<file path="config.mk">
export PLATFORM = sky130hd
export DESIGN_NAME = pipe_rca
export DESIGN_NICKNAME = d
export VERILOG_FILES = /design/src/rtl/pipe_rca.sv
export SDC_FILE = /design/constraint.sdc
export NUM_CORES = 1
export LEC_CHECK = 0
export CORE_UTILIZATION = 48
export DETAILED_ROUTE_END_ITERATION = 12
export PLACE_DENSITY_LB_ADDON = 0.12
export SLEW_MARGIN = 20
export SYNTH_ARGS = -nofsm -noshare
export SYNTH_HDL_FRONTEND = slang
export SYNTH_SLANG_ARGS = --single-unit
</file>
<file path="constraint.sdc">
create_clock -name clk -period 2.02 [get_ports clk]
set_clock_uncertainty 0.15 [all_clocks]
set_input_delay 0.303 -clock clk [delete_from_list [all_inputs] [get_ports clk]]
set_output_delay 0.303 -clock clk [all_outputs]
set_load 0.02 [all_outputs]
</file>
<file path="src/rtl/pipe_rca.sv">
// Pipelined ripple-carry adder/subtractor with a valid/ready handshake.
// The operand is split into SEG_W-bit segments; each stage ripples one
// segment and hands its carry to the next stage through a register.
// Unprocessed upper operand bits travel forward with the beat, and the
// already-computed lower sum bits are delayed so they align at the output.
// Latency is STAGES = WIDTH/SEG_W cycles, throughput one beat per cycle.
module pipe_rca #(
  parameter int WIDTH = 16,
  parameter int SEG_W = 4
) (
  input  logic             clk,
  input  logic             rst_n,
  input  logic             in_valid,
  output logic             in_ready,
  input  logic [WIDTH-1:0] in_a,
  input  logic [WIDTH-1:0] in_b,
  input  logic             in_c,
  input  logic             in_sub,
  output logic             out_valid,
  input  logic             out_ready,
  output logic [WIDTH-1:0] out_s,
  output logic             out_c,
  output logic             out_ovf
);

  localparam int STAGES = WIDTH / SEG_W;

  // One segment of ripple addition: {carry_out, sum} of a + b + cin.
  function automatic logic [SEG_W:0] seg_add(input logic [SEG_W-1:0] a,
                                             input logic [SEG_W-1:0] b,
                                             input logic             cin);
    seg_add = {1'b0, a} + {1'b0, b} + {{SEG_W{1'b0}}, cin};
  endfunction

  // Signed overflow: carry into the MSB (recovered as a^b^s at the MSB)
  // differs from the carry out of the MSB.
  function automatic logic ovf_flag(input logic a_msb, input logic b_msb,
                                    input logic s_msb, input logic c_out);
    ovf_flag = a_msb ^ b_msb ^ s_msb ^ c_out;
  endfunction

  // The whole pipe moves together; it only freezes when a result is
  // waiting and downstream refuses it. Bubbles are held, never collapsed.
  logic advance;
  assign advance  = !out_valid || out_ready;
  assign in_ready = advance;

  for (genvar k = 0; k < STAGES; k++) begin : g_stg
    localparam int RW = WIDTH - k * SEG_W;  // operand bits not yet consumed
    localparam int LW = (k + 1) * SEG_W;    // sum bits known after this stage

    logic [RW-1:0]  a_cur;
    logic [RW-1:0]  b_cur;
    logic           c_cur;
    logic           vld_cur;
    logic [SEG_W:0] seg;
    logic [LW-1:0]  s_cur;

    if (k == 0) begin : g_in
      // Stage 0 works straight off the input port; subtract inverts B and
      // turns the carry-in into a borrow-in.
      assign a_cur   = in_a;
      assign b_cur   = in_sub ? ~in_b : in_b;
      assign c_cur   = in_sub ^ in_c;
      assign vld_cur = in_valid;
      assign s_cur   = seg[SEG_W-1:0];
    end else begin : g_reg
      logic [RW-1:0]       a_p;
      logic [RW-1:0]       b_p;
      logic [k*SEG_W-1:0]  s_p;
      logic                c_p;
      logic                vld_p;

      // Stage boundary k-1 -> k: valid bit, cleared by reset.
      always_ff @(posedge clk or negedge rst_n) begin
        if (!rst_n) begin
          vld_p <= 1'b0;
        end else if (advance) begin
          vld_p <= g_stg[k-1].vld_cur;
        end
      end

      // Stage boundary k-1 -> k: carry, remaining operand bits, lower sum.
      always_ff @(posedge clk) begin
        if (advance) begin
          a_p <= g_stg[k-1].a_cur[RW+SEG_W-1:SEG_W];
          b_p <= g_stg[k-1].b_cur[RW+SEG_W-1:SEG_W];
          s_p <= g_stg[k-1].s_cur;
          c_p <= g_stg[k-1].seg[SEG_W];
        end
      end

      assign a_cur   = a_p;
      assign b_cur   = b_p;
      assign c_cur   = c_p;
      assign vld_cur = vld_p;
      assign s_cur   = {seg[SEG_W-1:0], s_p};
    end

    assign seg = seg_add(a_cur[SEG_W-1:0], b_cur[SEG_W-1:0], c_cur);
  end

  // Final stage boundary: result registers, all cleared by reset so the
  // port reads zero until the first beat arrives.
  always_ff @(posedge clk or negedge rst_n) begin
    if (!rst_n) begin
      out_valid <= 1'b0;
      out_s     <= '0;
      out_c     <= 1'b0;
      out_ovf   <= 1'b0;
    end else if (advance) begin
      out_valid <= g_stg[STAGES-1].vld_cur;
      out_s     <= g_stg[STAGES-1].s_cur;
      out_c     <= g_stg[STAGES-1].seg[SEG_W];
      out_ovf   <= ovf_flag(g_stg[STAGES-1].a_cur[SEG_W-1],
                            g_stg[STAGES-1].b_cur[SEG_W-1],
                            g_stg[STAGES-1].seg[SEG_W-1],
                            g_stg[STAGES-1].seg[SEG_W]);
    end
  end

endmodule
</file>
==> impl_metrics.yaml <==
sta:
  tns_ns: 0
  final_min_period_over_clock_period_pct: 97.3
  timing.fmax_ghz: 0.509
  maxSlewHeadroom_pct: 79.2
  tightestPinTransition_ns: 0.312
  count_of_final_max_slew_check_failures: 0
  report.final.setup_viol: 0
  unrepaired_setup_endpoints_after_global_routing: "yes"
  timing.final.hold_violations: 0
  post-route-min-period_ns: 1.97
floorplan:
  placement_rows: 32
  fp.dieW_um: 90.9
  overall_die_area_um2: 8270
  floorplan.io_pins: 58
  die_y_um: 90.9
  initial_utilization_pct: 49.4
  core_region_area_um2: 7690
finish:
  insertedDiodeCount: 0
  final-seq-area_um2: 2800
  layout-drive-gt1-share_pct: 19.5
  final_cells: 379
  multi_input_comb_area_um2: 960
  num-nets-final: 330
  filler_cell_count: 606
  layout.core_utilization_pct: 62.3
  syn_to_final_growth_pct: 26.0
synthesis:
  synth.most_common_cell: "sky130_fd_sc_hd__edfxtp_1"
  library_cell_with_the_largest_summed_area_after_synthesis: "sky130_fd_sc_hd__edfxtp_1"
  synth_common_cells: "sky130_fd_sc_hd__edfxtp_1 (75), sky130_fd_sc_hd__dfrtp_1 (22), sky130_fd_sc_hd__xor2_1 (20), sky130_fd_sc_hd__ha_1 (12), sky130_fd_sc_hd__mux2_4 (10)"
  number_of_flops_mapped_to_enable_cells_by_yosys: 75
  synthFlopType: "sky130_fd_sc_hd__edfxtp_1"
  post_synth_instance_area_um2: 3800
  synthArstFlopShare_pct: 22.7
  yosysWarningCount: 0
  synthDominantCellAreaShare_pct: 59.3
  sequential_share_of_the_synthesized_area_pct: 73.8
  synth.area.top_cells: "sky130_fd_sc_hd__edfxtp_1 (59%), sky130_fd_sc_hd__dfrtp_1 (14%), sky130_fd_sc_hd__xor2_1 (4.6%)"
  post_synth_net_total: 254
  synth_cell_type_count: 20
  synth.avg_cell_area_um2: 19.4
  number_of_storage_elements_in_the_synthesis_netlist: 97
  post_synth_inst_count: 196
route:
  detail_route.wirelength_um: 5070
  routed_vias_inst: 4.67
  drc: 0
  drt-pass1-iter-count: 4
  via_count: 1770
  first_iteration_detailed_routing_drc_count: 41
  drt.antenna.violating_nets: 0
  average_wire_per_standard_cell_um: 13.4
placed_design:
  number_of_instances_in_the_placed_design: 362
  port-buffer-count: 57
  dp_hpwl_um: 3570
  place.gp.congestion: 0.691
global_routing:
  largest_net_degree_at_the_start_of_global_routing: 27
  grt_pass1_vias: 1791
  globalRouteOverflowTotal: 0
  grtUsageTotal_pct: 13.9
  number_of_antenna_violations_at_the_first_check_in_global_routing: 0
  grt_pass1_wl_um: 8490
status:
  run_status: "finished, final reports clean"
cts:
  cts.hold.buffers_added: 0
  clk-insertion-delay-late_ns: 0.35
  cts-root-buf: "sky130_fd_sc_hd__clkbuf_8"
  cts_buffers: 9
  tritoncts: "done"
  clock_sinks: 97
  path_clk_slew_ns: 0.09
  clock_tree.htree_level_count: 3
  clock_tree.buffer_depth: 2
worst_setup_path:
  slowest_stage: "sky130_fd_sc_hd__fa_2"
  crit_arrival_ns: 2.05
  critical_path.endpoint_type: "flop"
  worst-setup-path-type: "reg2reg"
  crit_path_frequent_cell: "sky130_fd_sc_hd__fa_2"
  path_cells: "fa_2 -> fa_2 -> a21o_1 -> a21oi_2 -> xnor2_1 -> a21oi_1"
  worstPathRequired_ns: 2.11
  reg2reg_slack_ns: 0.05
  critical_path.max_stage_delay_ns: 0.42
  path_max_fanout: 2
  startpoint_type: "flop"
worst_hold_path:
  timing.hold.worst.class: "in2async"
job:
  drv.max_cap_violation_count: 0
pwr:
  leakagePower_nw: 1.91
  post-layout-total-power_mw: 6.54
  power_per_cell_area_nw_per_um2: 1370
  peakVddDrop_mv: 0.593
final timing paths:
check,to,cells past startpoint,from
worst max-delay path,out_ovf,6,g_stg[3].b_cur[0]
worst min-delay path,out_s[13],2,rst_n
worst max register to register,out_ovf,6,g_stg[3].b_cur[0]
worst min register to register,g_stg[2].a_cur[6],0,g_stg[1].a_cur[10]
max in group asynchronous,out_s[4],2,rst_n
min in group clk,g_stg[2].a_cur[6],0,g_stg[1].a_cur[10]
layer usage:
layer | vias up | share of wire, % | GRT usage (%)
met5 | - | 0 | 0
met4 | 0 | 1.9 | 6.75
met3 | 10 | 4.3 | 4.27
met2 | 43 | 49 | 21.6
met1 | 855 | 45 | 17.9
li1 | 862 | - | -
logic make-up (layout without fill, tap and decap cells):
kind of cell	count (synthesis)	in the layout	share of synthesized area [%]
compound gates	19	19	3.29
xor+xnor	26	26	6.00
fa+ha+maj	20	20	8.17
buf+inv	9	90	1.45
flops	97	97	73.8
mux	17	17	6.03
simple gates	8	8	1.25
power by group:
group	switching, mW	total, mW	internal (mW)	leakage (nW)
sequential	0.275	3.33	3.06	1.01
clock	0.592	1.14	0.548	0.0927
combinational	0.942	2.07	1.12	0.812
total	1.81	6.54	4.73	1.91
placed cells by master (no fill, tap or decap), types with 7 or more instances in the layout:
master | synthesis | final
sky130_fd_sc_hd__edfxtp_1 | 75 | 75
sky130_fd_sc_hd__clkdlybuf4s50_1 | 0 | 53
sky130_fd_sc_hd__dfrtp_1 | 22 | 22
sky130_fd_sc_hd__xor2_1 | 20 | 19
sky130_fd_sc_hd__ha_1 | 12 | 12
sky130_fd_sc_hd__clkbuf_8 | 0 | 12
sky130_fd_sc_hd__buf_4 | 1 | 11
sky130_fd_sc_hd__mux2_4 | 10 | 10
sky130_fd_sc_hd__a21o_1 | 9 | 9
sky130_fd_sc_hd__a21oi_1 | 7 | 7
sky130_fd_sc_hd__mux2_2 | 7 | 7
critical path: cells and delay by family, from the launching register on:
family / cells / cell delay, ns
xor+xnor: 1 / 0.13
compound gates: 3 / 0.40
fa+ha+maj: 2 / 0.78
flops: 1 / 0.41
through the flow:
step	area, um2	setup slack, ns	hold WS (ns)
2_1_floorplan	3810	-0.214	-0.143
3_3_place_gp	4580	-0.588	0.251
3_5_place_dp	4580	-0.657	0.255
4_1_cts	4770	0.00685	0.148
5_1_grt	4790	-0.0582	0.158
6_report	4790	0.0544	0.151
timing repair:
| item | 4_1_cts | 5_1_grt |
|---|---|---|
| resized for setup | 3 | 6 |
| pin swaps | 0 | 5 |
| setup buffers | 0 | 1 |
| endpoints found under the hold margin | 0 | 0 |
| setup endpoints to repair | 7 | 4 |
registers in the layout, indices dropped and copies added (netlist names):
name,cells
out_c,1
g_stg.c_cur,3
out_valid,1
out_ovf,1
g_stg.g_reg.s_p,24
g_stg.a_cur,24
g_stg.g_reg.vld_p,3
out_s,16
g_stg.b_cur,24
layout make-up:
class / instances / share of cell area (%)
Timing Repair Buffer: 70 / 14.5
Sequential cell: 97 / 58.6
Clock buffer: 14 / 3.61
Clock inverter: 2 / 0.261
Multi-Input combinational cell: 90 / 20.1
Inverter: 4 / 0.314
Tap cell: 102 / 2.67
(Power assumes the default switching activity.)
